File: src/rtl/vga_pkg.sv
// -----------------------------------------------------------------------------
// vga_pkg
//   Shared definitions for the VGA raster timing generator.
//   - Default 640x480@60 timing constants (pixels / lines).
//   - frame_total(): total states of one axis (active + porches + sync).
//   - sync_stage_t: the per-pixel control bits that travel down the delay
//     line alongside the pixel generator's colour pipeline.
//   No ports (package).
// -----------------------------------------------------------------------------
package vga_pkg;

    localparam int DEF_H_ACTIVE = 640;
    localparam int DEF_H_FP     = 16;
    localparam int DEF_H_SYNC   = 96;
    localparam int DEF_H_BP     = 48;
    localparam int DEF_V_ACTIVE = 480;
    localparam int DEF_V_FP     = 10;
    localparam int DEF_V_SYNC   = 2;
    localparam int DEF_V_BP     = 33;

    // Axis order is active, front porch, sync, back porch.
    function automatic int frame_total(input int active, input int fp,
                                       input int sync, input int bp);
        return active + fp + sync + bp;
    endfunction

    typedef struct packed {
        logic act;  // inside the visible area
        logic hs;   // inside the hsync pulse window (polarity-free)
        logic vs;   // inside the vsync pulse window (polarity-free)
    } sync_stage_t;

endpackage

File: src/rtl/vga_delay_line.sv
// -----------------------------------------------------------------------------
// vga_delay_line
//   Enable-gated shift register with synchronous reset. Used to delay the
//   raster control bits so they line up with a pipelined pixel generator.
//   DEPTH == 0 degenerates to a wire.
// Ports:
//   clk    in   1  clock
//   reset  in   1  synchronous, active-high; clears every stage
//   en     in   1  shift enable; stages hold when low
//   d      in   W  data in
//   q      out  W  data delayed by DEPTH enabled cycles
// -----------------------------------------------------------------------------
module vga_delay_line #(
    parameter int W     = 1,
    parameter int DEPTH = 1
) (
    input  logic         clk,
    input  logic         reset,
    input  logic         en,
    input  logic [W-1:0] d,
    output logic [W-1:0] q
);

    generate
        if (DEPTH == 0) begin : g_pass
            assign q = d;
        end else begin : g_shift
            logic [W-1:0] stage [DEPTH];

            // NOTE: every stage is reset, not just the tail, so a reset
            // mid-line cannot let stale sync pulses drain out afterwards.
            // NOTE: sequential state uses non-blocking assignment so each
            // stage takes its neighbour's pre-edge value.
            always_ff @(posedge clk) begin
                if (reset) begin
                    for (int i = 0; i < DEPTH; i++) stage[i] <= '0;
                end else if (en) begin
                    stage[0] <= d;
                    for (int i = 1; i < DEPTH; i++) stage[i] <= stage[i-1];
                end
            end

            assign q = stage[DEPTH-1];
        end
    endgenerate

endmodule

File: src/rtl/vga_timing_gen.sv
// -----------------------------------------------------------------------------
// vga_timing_gen
//   Parametrised VGA raster timing generator. Counts pixels/lines, presents
//   (x,y) to the pixel generator, and delays sync/blank by PIX_LAT enabled
//   cycles so they meet the colour coming back from it. All of hsync, vsync,
//   sync_b, blank_b and r/g/b come from one output register.
// Ports:
//   vgaclk       in   1   pixel clock
//   reset        in   1   synchronous, active-high
//   en           in   1   pixel enable; all state holds when low
//   r_int/g_int/b_int in 8 colour from pixel generator (PIX_LAT cycles after x/y)
//   x, y         out  CW  current column / line
//   line_start   out  1   strobe on the first pixel of each line
//   frame_start  out  1   strobe on the first pixel of each frame
//   frame_cnt    out  16  completed frames, wraps
//   hsync, vsync out  1   registered syncs, active level HS_POL / VS_POL
//   sync_b       out  1   composite sync, active low
//   blank_b      out  1   high in the visible area, aligned with r/g/b
//   r, g, b      out  8   registered colour, zero while blanked
// -----------------------------------------------------------------------------
module vga_timing_gen
    import vga_pkg::*;
#(
    parameter int   H_ACTIVE = DEF_H_ACTIVE,
    parameter int   H_FP     = DEF_H_FP,
    parameter int   H_SYNC   = DEF_H_SYNC,
    parameter int   H_BP     = DEF_H_BP,
    parameter int   V_ACTIVE = DEF_V_ACTIVE,
    parameter int   V_FP     = DEF_V_FP,
    parameter int   V_SYNC   = DEF_V_SYNC,
    parameter int   V_BP     = DEF_V_BP,
    parameter logic HS_POL   = 1'b0,
    parameter logic VS_POL   = 1'b0,
    parameter int   PIX_LAT  = 2,
    parameter int   CW       = 10
) (
    input  logic          vgaclk,
    input  logic          reset,
    input  logic          en,
    input  logic [7:0]    r_int,
    input  logic [7:0]    g_int,
    input  logic [7:0]    b_int,
    output logic [CW-1:0] x,
    output logic [CW-1:0] y,
    output logic          line_start,
    output logic          frame_start,
    output logic [15:0]   frame_cnt,
    output logic          hsync,
    output logic          vsync,
    output logic          sync_b,
    output logic          blank_b,
    output logic [7:0]    r,
    output logic [7:0]    g,
    output logic [7:0]    b
);

    localparam int HTOTAL = frame_total(H_ACTIVE, H_FP, H_SYNC, H_BP);
    localparam int VTOTAL = frame_total(V_ACTIVE, V_FP, V_SYNC, V_BP);

    // Counter-width copies of the window edges keep the compares width-clean.
    localparam logic [CW-1:0] H_LAST = CW'(HTOTAL - 1);
    localparam logic [CW-1:0] V_LAST = CW'(VTOTAL - 1);
    localparam logic [CW-1:0] H_ACT  = CW'(H_ACTIVE);
    localparam logic [CW-1:0] V_ACT  = CW'(V_ACTIVE);
    localparam logic [CW-1:0] HS_BEG = CW'(H_ACTIVE + H_FP);
    localparam logic [CW-1:0] HS_END = CW'(H_ACTIVE + H_FP + H_SYNC);
    localparam logic [CW-1:0] VS_BEG = CW'(V_ACTIVE + V_FP);
    localparam logic [CW-1:0] VS_END = CW'(V_ACTIVE + V_FP + V_SYNC);

    logic [CW-1:0] hcnt;
    logic [CW-1:0] vcnt;
    sync_stage_t   s0;
    sync_stage_t   s_dly;

    // ---- raster counters -------------------------------------------------
    always_ff @(posedge vgaclk) begin
        if (reset) begin
            hcnt      <= '0;
            vcnt      <= '0;
            frame_cnt <= '0;
        end else if (en) begin
            if (hcnt == H_LAST) begin
                hcnt <= '0;
                if (vcnt == V_LAST) begin
                    vcnt      <= '0;
                    frame_cnt <= frame_cnt + 16'd1;
                end else begin
                    vcnt <= vcnt + CW'(1);
                end
            end else begin
                hcnt <= hcnt + CW'(1);
            end
        end
    end

    assign x = hcnt;
    assign y = vcnt;

    // Strobes are unregistered, so they lead the video outputs by PIX_LAT+1.
    assign line_start  = en && !reset && (hcnt == '0);
    assign frame_start = line_start && (vcnt == '0);

    // ---- stage-0 decode --------------------------------------------------
    // NOTE: the struct gets a default before any conditional logic so this
    // block can never infer a latch.
    always_comb begin
        s0     = '0;
        s0.act = (hcnt < H_ACT) && (vcnt < V_ACT);
        s0.hs  = (hcnt >= HS_BEG) && (hcnt < HS_END);
        s0.vs  = (vcnt >= VS_BEG) && (vcnt < VS_END);
    end

    vga_delay_line #(
        .W     ($bits(sync_stage_t)),
        .DEPTH (PIX_LAT)
    ) u_dly (
        .clk   (vgaclk),
        .reset (reset),
        .en    (en),
        .d     (s0),
        .q     (s_dly)
    );

    // ---- output register: colour is sampled on the same edge as its act bit
    always_ff @(posedge vgaclk) begin
        if (reset) begin
            hsync   <= ~HS_POL;
            vsync   <= ~VS_POL;
            sync_b  <= 1'b1;
            blank_b <= 1'b0;
            r       <= '0;
            g       <= '0;
            b       <= '0;
        end else if (en) begin
            hsync   <= s_dly.hs ? HS_POL : ~HS_POL;
            vsync   <= s_dly.vs ? VS_POL : ~VS_POL;
            sync_b  <= ~(s_dly.hs | s_dly.vs);
            blank_b <= s_dly.act;
            r       <= s_dly.act ? r_int : 8'd0;
            g       <= s_dly.act ? g_int : 8'd0;
            b       <= s_dly.act ? b_int : 8'd0;
        end
    end

endmodule

File: config.mk
export PLATFORM = sky130hd
export DESIGN_NAME = vga_timing_gen
export DESIGN_NICKNAME = d
export VERILOG_FILES = /design/src/rtl/vga_pkg.sv /design/src/rtl/vga_delay_line.sv /design/src/rtl/vga_timing_gen.sv
export SDC_FILE = /design/constraint.sdc
export NUM_CORES = 1
export LEC_CHECK = 0
export ABC_AREA = 1
export BUFFER_PORTS_ARGS = -buffer_cell sky130_fd_sc_hd__buf_2
export CAP_MARGIN = 20
export CELL_PAD_IN_SITES_DETAIL_PLACEMENT = 0
export CELL_PAD_IN_SITES_GLOBAL_PLACEMENT = 1
export CORE_MARGIN = 3
export CORE_UTILIZATION = 41
export CTS_CLUSTER_SIZE = 40
export DETAILED_ROUTE_END_ITERATION = 10
export PLACE_DENSITY = 0.86
export SYNTH_ARGS = -nofsm -noshare
export SYNTH_HDL_FRONTEND = slang
export SYNTH_SLANG_ARGS = --single-unit
File: constraint.sdc
create_clock -name vgaclk -period 3.4 [get_ports vgaclk]
set_input_delay 0.17 -clock vgaclk [delete_from_list [all_inputs] [get_ports vgaclk]]
set_output_delay 0.17 -clock vgaclk [all_outputs]
set_load 0.01 [all_outputs]
==> results of run 1 <==
layout make-up:
| type | count | area (um2) |
|---|---|---|
| timing repair buffer | 93 | 468 |
| fill | 768 | 3800 |
| tap | 102 | 128 |
| sequential | 70 | 1460 |
| clock inverter | 5 | 57.6 |
| clock buffer | 11 | 151 |
| inverter | 40 | 150 |
| multi-input combinational | 268 | 1560 |
metal layers:
| layer | share of wire (%) | up-vias | track usage, % |
|---|---|---|---|
| li1 | - | 1502 | - |
| met4 | 0.95 | 0 | 6.40 |
| met5 | 0 | - | 0 |
| met2 | 45 | 90 | 26.2 |
| met3 | 8.7 | 6 | 4.66 |
| met1 | 45 | 1321 | 21.6 |
worst paths after layout:
| kind | start | to | slack [ns] |
|---|---|---|---|
| worst max register to register | x[0]$_SDFFE_PP0P_ | frame_cnt[2]$_SDFFE_PP0P_ | 1.43 |
| worst min-delay path | b_int[2] | b[2]$_SDFFE_PP0P_ | 0.08 |
| worst min register to register | u_dly.g_shift.stage[0][4]$_SDFFCE_PN0P_ | hsync$_SDFFE_PP1P_ | 0.45 |
| worst max-delay path | x[0]$_SDFFE_PP0P_ | frame_cnt[2]$_SDFFE_PP0P_ | 1.43 |
per-stage QoR:
| step | hold slack (ns) | instance area (um2) | std cells | setup WS, ns |
|---|---|---|---|---|
| 3_3_place_gp | 0.422 | 3760 | 573 | 1.43 |
| 3_5_place_dp | 0.428 | 3760 | 573 | 1.41 |
| 2_1_floorplan | 0.338 | 3290 | 395 | 1.91 |
| 6_report | 0.0794 | 3970 | 589 | 1.43 |
| 5_1_grt | 0.0670 | 3970 | 589 | 1.23 |
| 4_1_cts | 0.0582 | 3970 | 589 | 1.39 |
cell families (layout without fill, tap and decap cells):
kind of cell             after synthesis  in the layout
flip-flops                            70             70
buffers and inverters                 57            149
AO/OA/AOI/OAI                         62             62
AND/OR/NAND/NOR                      196            196
XOR/XNOR                               5              5
adder cells (fa/ha/maj)                5              5
where the power goes:
part	switching (mW)	internal, mW
Combinational	0.0516	0.0351
Sequential	0.0135	0.847
Clock	0.306	0.379
Total	0.371	1.26
Yosys cell counts (4+ instances only):
library cell	number	area, um2
nand4_1	5	31.3
ha_1	5	62.6
nor2_2	6	37.5
nand2_1	74	278
buf_2	5	25.0
clkbuf_1	4	15.0
nand3_1	26	130
dfxtp_1	64	1280
nor2_1	55	206
nand2_2	6	37.5
a32o_1	24	240
a21oi_2	13	114
inv_1	38	143
o21ai_0	7	35.0
nor2_4	6	67.6
edfxtp_1	6	180
nor3_1	6	30.0
a21oi_1	10	50.1
flip-flops by register name (all words and copies together), names as in the netlist, 6 cells and up:
name	cells
b	8
x	10
y	10
frame_cnt	16
u_dly.g_shift.stage	6
g	8
r	8
==> impl_metrics.json, run 1 <==
{
  "netlist-cell-type-count": 41,
  "crit_path_end_kind": "flip-flop",
  "synth_mux_area_share_pct": 0,
  "cts_tree": "done",
  "synth_compound_area_share_pct": 15.1,
  "vias_per_cell": 4.96,
  "crit_chain": "ha_1 -> nand3_2 -> nor2_4 -> nand3_4 -> nor2_8 -> inv_1 -> o21ai_2 -> nor2_2",
  "ios": 93,
  "cp-start-kind": "flip-flop",
  "fin_worst_skew_ns": 0.00418,
  "antenna_found_initial": 0,
  "max_slew_margin_pct": 37.1,
  "hp-class": "primary input to flip-flop",
  "synth_top_family_by_area": "simple AND/OR/NAND/NOR gates",
  "clk_pin_slew_ns": 0.07,
  "routabilityCongestion": 0.785,
  "htreeDepth": 3,
  "crit_arrival_ns": 2.21,
  "globalRoute.totalOverflow": 0,
  "start_util_pct": 42.4,
  "syn_area_mm2": 0.00329,
  "route.detailed.drc": 0,
  "crit_cells": 8,
  "cts-hold-fix-buffers": 0,
  "ys_seq_area_share_pct": 44.4,
  "tightest_slew_ns": 0.942,
  "yosys.area_share.simple_pct": 28.9,
  "synth_fp_nets": 427,
  "finalNetCount": 514,
  "cap_violations": 0,
  "area_growth_pct": 20.7,
  "dieArea_mm2": 0.00914,
  "vias": 2919,
  "drtAntennaViolNets": 0,
  "synth_cells": 395,
  "rsz0062_at_grt": "false",
  "clock_path_buffers": 2,
  "cts_buffers": 9,
  "core.rowCount": 32,
  "post-route-util_pct": 51.1,
  "p_leak_nw": 1.75,
  "dr.pass1.iters": 5,
  "core_area_mm2": 0.00777,
  "path_buf_inv": 1,
  "chipHeight_um": 95.6,
  "worstRegToRegCells": 8,
  "fmax_ghz": 0.507,
  "synth_edf_count": 6,
  "grt_first_pass_wirelength_mm": 11.9,
  "final.setup.tns_ns": 0,
  "slew_viol_final": 0,
  "fin_crit_sh_pct": 58.1,
  "dp_hpwl_mm": 5.72,
  "avgSynthCellArea_um2": 8.33,
  "finalHoldViolations": 0,
  "power_density_mw_per_mm2": 411,
  "cts_post_setup_buffers_inserted": 0,
  "required_ns": 3.64,
  "slowest_delay_ns": 0.40,
  "crit_type": "flip-flop to flip-flop",
  "critPathSlowestCell": "nor2_8",
  "grt_use_total_pct": 16.7,
  "synth-xor-area-share_pct": 1.33,
  "outcome": "complete, no violations",
  "ys_ff_latch": 70,
  "drive_gt1_share_pct": 30.6,
  "cts_resized": 0,
  "wire_per_inst_um": 12.9,
  "drt-total-wl_mm": 7.58,
  "post-route-min-period_ns": 1.97,
  "drtIter0Drc": 139,
  "ir_drop_mv": 0.164,
  "layout_common_cells": "buf_2 (92), nand2_1 (74), dfxtp_1 (64), nor2_1 (55), inv_1 (38)",
  "grt_pass1_vias": 2469,
  "synthAdderAreaFrac_pct": 1.90,
  "die-width_um": 95.6,
  "final_common_cell": "buf_2",
  "power_mw": 1.63,
  "cpLargestDelayFamily": "simple AND/OR/NAND/NOR gates",
  "portBuffers": 92,
  "min_path_cells": 2,
  "synthArstFlopShare_pct": 0,
  "setup_viol": 0,
  "path_max_fanout": 25,
  "clockRootBuffer": "clkbuf_8",
  "cts.sinks": 70,
  "insertion_delay_ns": 0.34,
  "diodes": 0,
  "grt_max_degree": 27,
  "ys_warn_count": 0,
  "ys.flop_type": "dfxtp_1"
}
No activity file was read; power rests on OpenSTA's default activity.
==> run 2: changes to the inputs <==
ABC_AREA = 0   (was 1)
CORE_UTILIZATION = 37   (was 41)
PLACE_DENSITY = 0.79   (was 0.86)
clock period = 1.9 ns   (was 3.4 ns; I/O delays follow)
==> impl_metrics.json, run 2 <==
{
  "chipHeight_um": 95.4,
  "cap_violations": 0,
  "grt_use_total_pct": 18.6,
  "synth_edf_count": 6,
  "synth_mux_area_share_pct": 0.762,
  "portBuffers": 92,
  "dieArea_mm2": 0.00909,
  "synth_cells": 312,
  "final_common_cell": "buf_2",
  "core.rowCount": 31,
  "crit_arrival_ns": 2.26,
  "critPathSlowestCell": "or4_1",
  "outcome": "finished with violations",
  "ys_ff_latch": 70,
  "dpl.cell_count": 533,
  "insertion_delay_ns": 0.35,
  "required_ns": 2.19,
  "grt_max_degree": 30,
  "slew_viol_final": 0,
  "largest_reg_flops": 16,
  "cts_buffers": 9,
  "reg2reg_slack_ns": -0.06,
  "avgSynthCellArea_um2": 9.47,
  "clk_pin_slew_ns": 0.08,
  "synth_most_common_cell": "dfxtp_1",
  "fmax_ghz": 0.509,
  "violations": "setup timing",
  "cts.sinks": 70,
  "setup_viol": 12,
  "p_leak_nw": 1.90,
  "area_growth_pct": 49.9,
  "routabilityCongestion": 0.775,
  "tightest_slew_ns": 0.897,
  "synthAdderAreaFrac_pct": 2.12,
  "synth_area_leaders": "dfxtp_1 (43%), a22o_1 (7.4%), edfxtp_1 (6.1%), or4_1 (4.1%), a21oi_1 (3.6%)",
  "vias_per_cell": 5.22,
  "clock_path_buffers": 2,
  "drt-total-wl_mm": 8.35,
  "grt_first_pass_wirelength_mm": 13.1,
  "hp-class": "primary input to flip-flop",
  "cts_tree": "done",
  "ios": 93,
  "finalHoldViolations": 0,
  "top_register": "frame_cnt",
  "path_max_fanout": 5,
  "yosys.area_share.simple_pct": 22.5,
  "r2r_end": "frame_cnt[12]$_SDFFE_PP0P_",
  "drtIter0Drc": 115,
  "grt_pass1_vias": 2814,
  "r2r_start": "x[0]$_SDFFE_PP0P_",
  "ir_drop_mv": 0.389,
  "preCtsSetupSlack_ns": -0.150,
  "diodes": 0,
  "fin_crit_sh_pct": 103,
  "fin_ws_ns": -0.0647,
  "die-width_um": 95.4,
  "max_slew_margin_pct": 40.2,
  "dr.pass1.iters": 4,
  "fillers": 680,
  "route.detailed.drc": 0,
  "yosys.area.top_type": "dfxtp_1",
  "crit_path_end_kind": "flip-flop",
  "worstRegToRegCells": 6,
  "ys_seq_area_share_pct": 49.5,
  "layout_common_cells": "buf_2 (92), buf_4 (56), dfxtp_1 (54), a22o_1 (25), dlygate4sd3_1 (24)",
  "ys.flop_type": "dfxtp_1",
  "antenna_found_initial": 0,
  "power_density_mw_per_mm2": 646,
  "wire_per_inst_um": 14.4,
  "finalNonFillerCells": 580,
  "post-route-min-period_ns": 1.96,
  "synthTopCellsByCount": "dfxtp_1 (64), a22o_1 (25), a21oi_1 (21), clkbuf_1 (18), nand2_1 (18)",
  "synthArstFlopShare_pct": 0,
  "synth_fp_nets": 344,
  "crit_path_end": "frame_cnt[12]$_SDFFE_PP0P_",
  "fin_worst_skew_ns": 0.00867,
  "synth-xor-area-share_pct": 3.56,
  "syn_area_mm2": 0.00295,
  "core_area_mm2": 0.00749,
  "globalRoute.totalOverflow": 0,
  "netlist-cell-type-count": 35,
  "slowest_delay_ns": 0.50,
  "synth_compound_area_share_pct": 17.5,
  "multiInputGateArea_mm2": 0.00147,
  "cp-start-kind": "flip-flop",
  "synth.top_cell.area_share_pct": 43.4,
  "finalNetCount": 508,
  "clockRootBuffer": "clkbuf_8",
  "crit_type": "flip-flop to flip-flop",
  "crit_start": "x[0]$_SDFFE_PP0P_",
  "rsz0062_at_grt": "true",
  "dp_hpwl_mm": 5.82,
  "vias": 3029,
  "crit_chain": "ha_4 -> nand4_1 -> buf_4 -> or4_4 -> or4_1 -> a21oi_2",
  "htreeDepth": 3,
  "synth_top_family_by_area": "simple AND/OR/NAND/NOR gates",
  "drtAntennaViolNets": 0,
  "ys_warn_count": 0,
  "drive_gt1_share_pct": 41.4,
  "regArea_mm2": 0.00148,
  "start_util_pct": 39.5
}
==> run 2: how the worst min path moves through the flow <==
stage / from / end / depth (start not counted)
4_1_cts: en / sync_b$_SDFFE_PP1P_ / 4
5_1_grt: en / sync_b$_SDFFE_PP1P_ / 4
2_1_floorplan: b_int[0] / b[0]$_SDFFE_PP0P_ / 1
3_3_place_gp: b_int[0] / b[0]$_SDFFE_PP0P_ / 2
6_report: en / sync_b$_SDFFE_PP1P_ / 4
3_5_place_dp: g_int[1] / g[1]$_SDFFE_PP0P_ / 2
==> run 2: repair_timing <==
action	in CTS	in global routing
setup buffers	2	5
gates resized for setup	5	15
endpoints found under the hold margin	24	0
setup endpoints to repair	14	17
hold buffers	24	0
pin swaps	1	9
==> run 2: logic make-up (layout without fill, tap and decap cells) <==
logic type / Yosys count / after routing
AND/OR/NAND/NOR: 118 / 118
XOR/XNOR: 12 / 12
AO/OA/AOI/OAI: 75 / 75
buffers and inverters: 30 / 199
adder cells (fa/ha/maj): 5 / 5
flip-flops: 70 / 70
multiplexers: 2 / 2
==> run 2: layout make-up <==
cell class	instances	area share [%]
clock inverters	7	1.33
clock buffers	9	2.80
flip-flops and latches	70	33.5
inverters	10	0.848
repair buffers	173	25.6
multi-input cells	212	33.1
well taps	99	2.80
==> run 2: per-stage QoR <==
stage / utilization (%) / hold WS, ns / instance area, um2 / setup TNS (ns) / power [mW]
6_report: 59.2 / 0.203 / 4430 / -0.331 / 2.86
3_3_place_gp: 51.8 / 0.305 / 3880 / -0.138 / 1.71
2_1_floorplan: - / 0.221 / 3020 / -0.554 / 1.63
5_1_grt: 59.2 / 0.212 / 4430 / -0.981 / 2.99
3_5_place_dp: 51.8 / 0.310 / 3880 / -0.434 / 1.72
4_1_cts: 58.0 / 0.174 / 4340 / -0.315 / 2.91
==> run 2: metal layers <==
metal	routed length [um]	share of wire, %	global-route usage [%]	up-vias
li1	-	-	-	1496
met1	3850	46	24.6	1447
met2	3950	47	29.2	73
met3	435	5.2	6.00	13
met4	114	1.4	4.69	0
met5	0	0	0	-
==> run 2: power by group <==
| group | internal [mW] | switching (mW) | total, mW |
|---|---|---|---|
| registers | 1.51 | 0.0134 | 1.53 |
| logic | 0.104 | 0.0942 | 0.198 |
| clock network | 0.502 | 0.635 | 1.14 |
==> run 2: critical path, delay by kind of cell, from the launching register on <==
family,cells,cell delay (ns)
AO/OA/AOI/OAI,1,0.12
adder cells (fa/ha/maj),1,0.13
buffers and inverters,1,0.20
flip-flops,1,0.36
AND/OR/NAND/NOR,3,1.11
